`src/rtl/decode_stage_if.sv`:
```
// decode_stage_if: bundles every decode-stage signal except clk/rst_n.
//   fetch side  : if_valid, if_inst -> decode ; if_ready <- decode
//   reg file    : a_addr, b_addr <- decode ; ref_a, ref_b -> decode
//   control     : flush, ex_ready -> decode
//   ID/EX side  : ex_valid, ex_op, ex_rd, ex_rs, ex_rt, ex_opa, ex_opb,
//                 ex_imm, ex_rwe, ex_mre, ex_mwe, illegal_op <- decode
// modport slave is the decode stage; modport master is its environment.
interface decode_stage_if;
  logic        if_valid;
  logic [15:0] if_inst;
  logic        if_ready;
  logic [2:0]  a_addr;
  logic [2:0]  b_addr;
  logic [15:0] ref_a;
  logic [15:0] ref_b;
  logic        flush;
  logic        ex_ready;
  logic        ex_valid;
  logic [3:0]  ex_op;
  logic [2:0]  ex_rd;
  logic [2:0]  ex_rs;
  logic [2:0]  ex_rt;
  logic [15:0] ex_opa;
  logic [15:0] ex_opb;
  logic [15:0] ex_imm;
  logic        ex_rwe;
  logic        ex_mre;
  logic        ex_mwe;
  logic        illegal_op;

  modport slave (
    input  if_valid, if_inst, ref_a, ref_b, flush, ex_ready,
    output if_ready, a_addr, b_addr, ex_valid, ex_op, ex_rd, ex_rs, ex_rt,
           ex_opa, ex_opb, ex_imm, ex_rwe, ex_mre, ex_mwe, illegal_op
  );

  modport master (
    output if_valid, if_inst, ref_a, ref_b, flush, ex_ready,
    input  if_ready, a_addr, b_addr, ex_valid, ex_op, ex_rd, ex_rs, ex_rt,
           ex_opa, ex_opb, ex_imm, ex_rwe, ex_mre, ex_mwe, illegal_op
  );
endinterface

```
`src/rtl/decode_stage.sv`:
```
// decode_stage: instruction decode for the 16-bit, 8-register pipeline.
// Decodes if_inst, drives register-file read addresses combinationally,
// and captures operands/controls/immediate into the ID/EX register.
// Owns the load-use interlock, the ex_ready backpressure and flush.
// Ports:
//   clk   - clock, rising edge
//   rst_n - asynchronous active-low reset
//   dif   - decode_stage_if.slave (fetch, reg-file, ID/EX signals)
// Build option: DECODE_ILLEGAL_TRAP_EN turns opcodes 9-15 into bubbles and
// sets the sticky illegal_op flag; without it they pass as valid NOPs.
module decode_stage (
  input  logic           clk,
  input  logic           rst_n,
  decode_stage_if.slave  dif
);

  typedef struct packed {
    logic        valid;
    logic [3:0]  op;
    logic [2:0]  rd;
    logic [2:0]  rs;
    logic [2:0]  rt;
    logic [15:0] opa;
    logic [15:0] opb;
    logic [15:0] imm;
    logic        rwe;
    logic        mre;
    logic        mwe;
  } idex_t;

  idex_t idex_q, idex_d, dec;

  logic [3:0]  op;
  logic [2:0]  rd, rs, rt, b_addr;
  logic        uses_a, uses_b, rwe, mre, mwe;
  logic [15:0] imm;
  logic        advance, stall;

  assign op = dif.if_inst[15:12];
  assign rd = dif.if_inst[11:9];
  assign rs = dif.if_inst[8:6];
  assign rt = dif.if_inst[5:3];

  // Opcode decode; NOP and 9-15 fall through with everything low.
  always_comb begin
    uses_a = 1'b0;
    uses_b = 1'b0;
    rwe    = 1'b0;
    mre    = 1'b0;
    mwe    = 1'b0;
    case (op)
      4'd1, 4'd2, 4'd3, 4'd4: begin uses_a = 1'b1; uses_b = 1'b1; rwe = 1'b1; end
      4'd5:                   begin uses_a = 1'b1; rwe = 1'b1; end
      4'd6:                   begin uses_a = 1'b1; rwe = 1'b1; mre = 1'b1; end
      4'd7:                   begin uses_a = 1'b1; uses_b = 1'b1; mwe = 1'b1; end
      4'd8:                   rwe = 1'b1;
      default: ;
    endcase
  end

  // ST reads its store data through port B from the rd field.
  assign b_addr = (op == 4'd7) ? rd : rt;
  assign imm    = (op == 4'd8) ? {{7{dif.if_inst[8]}}, dif.if_inst[8:0]}
                               : {{10{dif.if_inst[5]}}, dif.if_inst[5:0]};

  assign dif.a_addr = rs;
  assign dif.b_addr = b_addr;

  always_comb begin
    dec       = '0;
    dec.valid = 1'b1;
    dec.op    = op;
    dec.rd    = rd;
    dec.rs    = rs;
    dec.rt    = b_addr;
    dec.opa   = dif.ref_a;
    dec.opb   = dif.ref_b;
    dec.imm   = imm;
    dec.rwe   = rwe;
    dec.mre   = mre;
    dec.mwe   = mwe;
  end

  // Load-use: the LD in ID/EX has no data yet, so a dependent consumer
  // waits one cycle and then reads it through the reg-file bypass.
  assign advance = !idex_q.valid || dif.ex_ready;
  assign stall   = dif.if_valid && idex_q.valid && idex_q.mre &&
                   ((uses_a && (rs == idex_q.rd)) || (uses_b && (b_addr == idex_q.rd)));
  assign dif.if_ready = dif.flush || (advance && !stall);

`ifdef DECODE_ILLEGAL_TRAP_EN
  logic illegal_q, illegal_d;
`endif

  always_comb begin
    idex_d = idex_q;
`ifdef DECODE_ILLEGAL_TRAP_EN
    illegal_d = illegal_q;
`endif
    if (dif.flush) begin
      idex_d = '0;
    end else if (!advance) begin
      idex_d = idex_q;  // backpressure: hold
    end else if (stall) begin
      idex_d = '0;      // bubble
    end else if (dif.if_valid) begin
`ifdef DECODE_ILLEGAL_TRAP_EN
      if (op >= 4'd9) begin
        idex_d    = '0;
        illegal_d = 1'b1;
      end else begin
        idex_d = dec;
      end
`else
      idex_d = dec;
`endif
    end else begin
      idex_d = '0;
    end
  end

  always_ff @(posedge clk or negedge rst_n) begin
    if (!rst_n) begin
      idex_q <= '0;
    end else begin
      idex_q <= idex_d;
    end
  end

`ifdef DECODE_ILLEGAL_TRAP_EN
  always_ff @(posedge clk or negedge rst_n) begin
    if (!rst_n) begin
      illegal_q <= 1'b0;
    end else begin
      illegal_q <= illegal_d;
    end
  end
  assign dif.illegal_op = illegal_q;
`else
  assign dif.illegal_op = 1'b0;
`endif

  assign dif.ex_valid = idex_q.valid;
  assign dif.ex_op    = idex_q.op;
  assign dif.ex_rd    = idex_q.rd;
  assign dif.ex_rs    = idex_q.rs;
  assign dif.ex_rt    = idex_q.rt;
  assign dif.ex_opa   = idex_q.opa;
  assign dif.ex_opb   = idex_q.opb;
  assign dif.ex_imm   = idex_q.imm;
  assign dif.ex_rwe   = idex_q.rwe;
  assign dif.ex_mre   = idex_q.mre;
  assign dif.ex_mwe   = idex_q.mwe;

endmodule

```
`src/flat_wrapper.sv`:
```
// flat-port wrapper written by rule: the top's interface ports become plain ports
module decode_stage_flat 
  (clk, rst_n, dif_if_valid, dif_if_inst, dif_ref_a, dif_ref_b, dif_flush, dif_ex_ready, dif_if_ready, dif_a_addr, dif_b_addr, dif_ex_valid, dif_ex_op, dif_ex_rd, dif_ex_rs, dif_ex_rt, dif_ex_opa, dif_ex_opb, dif_ex_imm, dif_ex_rwe, dif_ex_mre, dif_ex_mwe, dif_illegal_op);
  decode_stage_if dif_i ();
  input  logic clk;
  input  logic rst_n;
  input wire logic [$bits(dif_i.if_valid)-1:0] dif_if_valid;
  input wire logic [$bits(dif_i.if_inst)-1:0] dif_if_inst;
  input wire logic [$bits(dif_i.ref_a)-1:0] dif_ref_a;
  input wire logic [$bits(dif_i.ref_b)-1:0] dif_ref_b;
  input wire logic [$bits(dif_i.flush)-1:0] dif_flush;
  input wire logic [$bits(dif_i.ex_ready)-1:0] dif_ex_ready;
  output wire logic [$bits(dif_i.if_ready)-1:0] dif_if_ready;
  output wire logic [$bits(dif_i.a_addr)-1:0] dif_a_addr;
  output wire logic [$bits(dif_i.b_addr)-1:0] dif_b_addr;
  output wire logic [$bits(dif_i.ex_valid)-1:0] dif_ex_valid;
  output wire logic [$bits(dif_i.ex_op)-1:0] dif_ex_op;
  output wire logic [$bits(dif_i.ex_rd)-1:0] dif_ex_rd;
  output wire logic [$bits(dif_i.ex_rs)-1:0] dif_ex_rs;
  output wire logic [$bits(dif_i.ex_rt)-1:0] dif_ex_rt;
  output wire logic [$bits(dif_i.ex_opa)-1:0] dif_ex_opa;
  output wire logic [$bits(dif_i.ex_opb)-1:0] dif_ex_opb;
  output wire logic [$bits(dif_i.ex_imm)-1:0] dif_ex_imm;
  output wire logic [$bits(dif_i.ex_rwe)-1:0] dif_ex_rwe;
  output wire logic [$bits(dif_i.ex_mre)-1:0] dif_ex_mre;
  output wire logic [$bits(dif_i.ex_mwe)-1:0] dif_ex_mwe;
  output wire logic [$bits(dif_i.illegal_op)-1:0] dif_illegal_op;
  assign dif_i.if_valid = dif_if_valid;
  assign dif_i.if_inst = dif_if_inst;
  assign dif_i.ref_a = dif_ref_a;
  assign dif_i.ref_b = dif_ref_b;
  assign dif_i.flush = dif_flush;
  assign dif_i.ex_ready = dif_ex_ready;
  assign dif_if_ready = dif_i.if_ready;
  assign dif_a_addr = dif_i.a_addr;
  assign dif_b_addr = dif_i.b_addr;
  assign dif_ex_valid = dif_i.ex_valid;
  assign dif_ex_op = dif_i.ex_op;
  assign dif_ex_rd = dif_i.ex_rd;
  assign dif_ex_rs = dif_i.ex_rs;
  assign dif_ex_rt = dif_i.ex_rt;
  assign dif_ex_opa = dif_i.ex_opa;
  assign dif_ex_opb = dif_i.ex_opb;
  assign dif_ex_imm = dif_i.ex_imm;
  assign dif_ex_rwe = dif_i.ex_rwe;
  assign dif_ex_mre = dif_i.ex_mre;
  assign dif_ex_mwe = dif_i.ex_mwe;
  assign dif_illegal_op = dif_i.illegal_op;
  decode_stage u_core (.clk(clk), .rst_n(rst_n), .dif(dif_i));
endmodule
```
`config.mk`:
```
export PLATFORM = sky130hd
export DESIGN_NAME = decode_stage_flat
export DESIGN_NICKNAME = d
export VERILOG_FILES = /design/src/rtl/decode_stage_if.sv /design/src/rtl/decode_stage.sv /design/src/flat_wrapper.sv
export SDC_FILE = /design/constraint.sdc
export NUM_CORES = 1
export LEC_CHECK = 0
export CORE_UTILIZATION = 30
export DETAILED_ROUTE_END_ITERATION = 6
export GPL_TIMING_DRIVEN = 1
export PLACE_DENSITY = 0.66
export SLEW_MARGIN = 15
export SYNTH_ARGS = -nofsm -noshare
export SYNTH_HDL_FRONTEND = slang
export SYNTH_SLANG_ARGS = --single-unit
```
`constraint.sdc`:
```
create_clock -name clk -period 5.07 [get_ports clk]
set_clock_uncertainty 0.05 [all_clocks]
set_input_delay 1.014 -clock clk [delete_from_list [all_inputs] [get_ports clk]]
set_output_delay 1.014 -clock clk [all_outputs]
set_load 0.03 [all_outputs]
```
==> results.py, run 1 <==
metrics = {
    "cts": {
        "postCtsSetupRepairBufs": 0,
        "cts_made_buffers": 9,
        "tritoncts": "yes",
        "htree_levels": 3,
        "cts_num_sinks": 58,
        "hold_buffers": 0,
        "insertion_delay_ps": 330,
        "clkTransAtPathRegs_ps": 60,
        "cts-root-buf": "clkbuf_8",
        "clockBufferDepth": 2,
        "ctsResizeCount": 0,
    },
    "logic_synthesis": {
        "ys_types": 35,
        "syn_nets": 369,
        "synth_largest_area_cell": "dfrtp_1",
        "syn_inst": 316,
        "seq_area_frac_synth": 0.478,
        "synth_edf_count": 0,
        "ys.flop_type": "dfrtp_1",
        "async_flop_share": 1.00,
        "syn_avg_cell_area_sq_um": 9.62,
        "synth_top_area_share": 0.478,
        "synth_top_cells_by_area": "dfrtp_1 48%, o21ai_2 12%, nand3_1 8.7%",
        "synth_warnings": 0,
        "syn_area_sq_um": 3040,
        "synth-seq-cells": 58,
    },
    "timing": {
        "layout_setup_ws_ps": 415,
        "drv_slew": 0,
        "post-route-period-util": 0.918,
        "finalHoldViolations": 0,
        "tightest_slew_ps": 984,
        "rsz0062_at_grt": "no",
        "fin_crit_ps": 4660,
        "setup_viol": 0,
        "slew_headroom": 0.341,
        "tns_ps": 0,
        "max_freq_ghz": 0.215,
    },
    "route": {
        "drt_iter0_drc": 75,
        "antenna_left": 0,
        "postRouteWirelength_um": 8390,
        "drtPass1Iterations": 4,
        "wire_per_inst_um": 15.0,
        "routed_via_density": 4.71,
        "via_count": 2626,
        "drc_errors": 0,
    },
    "critical_path": {
        "r2r-end": "u_core.dif.ex_opb[0]",
        "r2r_setup_slack_ps": 2890,
        "timing.rr.start": "u_core.dif.ex_valid",
        "r2r.worst_path.cells": 6,
        "arrival_ps": 3590,
        "critical_path_class": "input port to primary output",
        "critPathCaptureType": "primary output",
        "cp.required_ps": 4010,
        "start_kind": "input port",
        "crit_path_max_fanout": 12,
    },
    "global_route": {
        "grt_use_total": 0.166,
        "antenna_found_initial": 0,
        "grt_pass1_vias": 2532,
        "grt_pass1_wl_um": 13200,
        "grt_max_degree": 59,
        "overflow": 0,
    },
    "cells_and_area": {
        "area.sequential_sq_um": 1450,
        "antennaDiodeCount": 0,
        "drive_gt1_frac": 0.172,
        "fillers": 948,
        "fin_nets": 474,
        "multi_input_area_sq_um": 1310,
        "area.growth.synth_to_final_pct": 46.3,
    },
    "status": {
        "outcome": "finished clean",
    },
    "worst_hold_path": {
        "min_from": "u_core.dif.ex_imm[0]",
        "hold_depth": 2,
        "hold_path_class": "register to register",
        "min_to": "u_core.dif.ex_imm[0]",
    },
    "die": {
        "rows": 36,
        "die_y_um": 103,
        "start_util": 0.311,
        "die-area_sq_um": 10500,
        "io_pins": 126,
        "core-area_sq_um": 9770,
        "die_x_um": 103,
    },
    "placed_design": {
        "dp_hpwl_um": 5830,
        "place.gp.congestion": 0.842,
        "numPortBuffers": 124,
        "dp_slack_ps": 465,
    },
    "power_and_ir_drop": {
        "p_total_mw": 1.18,
        "p_leak_nw": 1.83,
        "vdd_drop_max_uv": 133,
        "powerDensity_nw_per_um2": 265,
    },
    "job": {
        "cap_violations": 0,
    },
}
## metrics by stage
| step | area (sq um) | utilization | instances | hold WS [ps] |
|---|---|---|---|---|
| 2_1_floorplan | 3040 | - | 316 | 596 |
| 3_3_place_gp | 4240 | 0.434 | 543 | 411 |
| 3_5_place_dp | 4240 | 0.434 | 543 | 416 |
| 4_1_cts | 4450 | 0.455 | 558 | 430 |
| 5_1_grt | 4450 | 0.455 | 558 | 450 |
| 6_report | 4450 | 0.455 | 558 | 425 |
## worst max-delay path, stage by stage
cell	delay (ps)
clkdlybuf4s50_1	600
nand4b_4	350
or3b_2	490
nand4_1	170
nor3_1	90
a21oi_1	170
clkdlybuf4s50_1	710
## worst max path at each step
stage,slack (ps),endpoint,start,depth (start not counted)
floorplan,1520,dif_if_ready,dif_if_inst[13],6
global placement,490,dif_if_ready,dif_if_inst[15],7
detailed placement,460,dif_if_ready,dif_if_inst[15],7
CTS,440,dif_if_ready,dif_if_inst[15],7
global route,330,dif_if_ready,dif_if_inst[15],7
finish,410,dif_if_ready,dif_if_inst[15],7
## sequential cells by signal, summed over array words and instances, names as in the netlist
name / cells
u_core.dif.ex_rwe: 1
u_core.dif.ex_opb: 16
u_core.dif.ex_rt: 3
u_core.dif.ex_imm: 9
u_core.dif.ex_opa: 16
u_core.dif.ex_mre: 1
u_core.dif.ex_mwe: 1
u_core.dif.ex_rd: 3
u_core.dif.ex_op: 4
u_core.dif.ex_valid: 1
u_core.dif.ex_rs: 3
## cell usage after synthesis (2+ instances only)
library cell  number
a21oi_1            3
and3_1             3
buf_12             4
buf_2              3
buf_4             15
buf_6              2
clkbuf_1          14
dfrtp_1           58
inv_1              2
mux2_2             2
nand2_1           60
nand3_1           53
nor2_1             3
nor2b_1            3
nor3_1             4
nor3b_1            2
o211ai_1           4
o21ai_0           19
o21ai_2           40
or3b_2             2
xor2_1             6
## area by class of cell
type	count	share of cell area
sequential	58	0.326
multi-input combinational	217	0.295
timing repair buffer	133	0.293
clock buffer	13	0.0380
tap	133	0.0374
clock inverter	2	0.00788
inverter	2	0.00169
## layout by cell type (no fill, tap or decap), types with 2 or more instances in the layout
master,n
clkdlybuf4s50_1,123
nand2_1,60
dfrtp_1,58
nand3_1,53
o21ai_2,40
o21ai_0,19
clkbuf_8,12
buf_4,9
xor2_1,6
nor3_1,4
o211ai_1,4
nor2_1,3
nor2b_1,3
a21oi_1,3
and3_1,3
mux2_2,2
inv_1,2
or3b_2,2
## report_power, final
group | internal, mW | switching [mW]
registers | 0.483 | 0.0133
clock network | 0.264 | 0.182
logic | 0.106 | 0.130
## layer usage
layer	track usage	routed length, um	share of wire
met1	0.216	3660	0.44
met2	0.267	4110	0.49
met3	0.0454	515	0.061
met4	0.0571	111	0.013
met5	0	0	0
## cells by family (layout without fill, tap and decap cells)
group,Yosys count,in the layout,share of synthesized area
buffers and inverters,41,150,0.0972
multiplexers,4,4,0.0181
flip-flops,58,58,0.478
other,1,1,0.00123
AND/OR/NAND/NOR,136,136,0.217
XOR/XNOR,7,7,0.0202
AO/OA/AOI/OAI,69,69,0.169
Power figures use the tool's default switching activity.
==> run 2, diff against run 1 <==
--- a/config.mk
+++ b/config.mk
@@ -8,6 +8,7 @@
 export CORE_UTILIZATION = 30
 export DETAILED_ROUTE_END_ITERATION = 6
 export GPL_TIMING_DRIVEN = 1
+export HOLD_SLACK_MARGIN = 0.05
 export PLACE_DENSITY = 0.66
 export SLEW_MARGIN = 15
 export SYNTH_ARGS = -nofsm -noshare
==> results of run 2 <==
No change in the layout: final DEF, timing and power equal those of run 1.
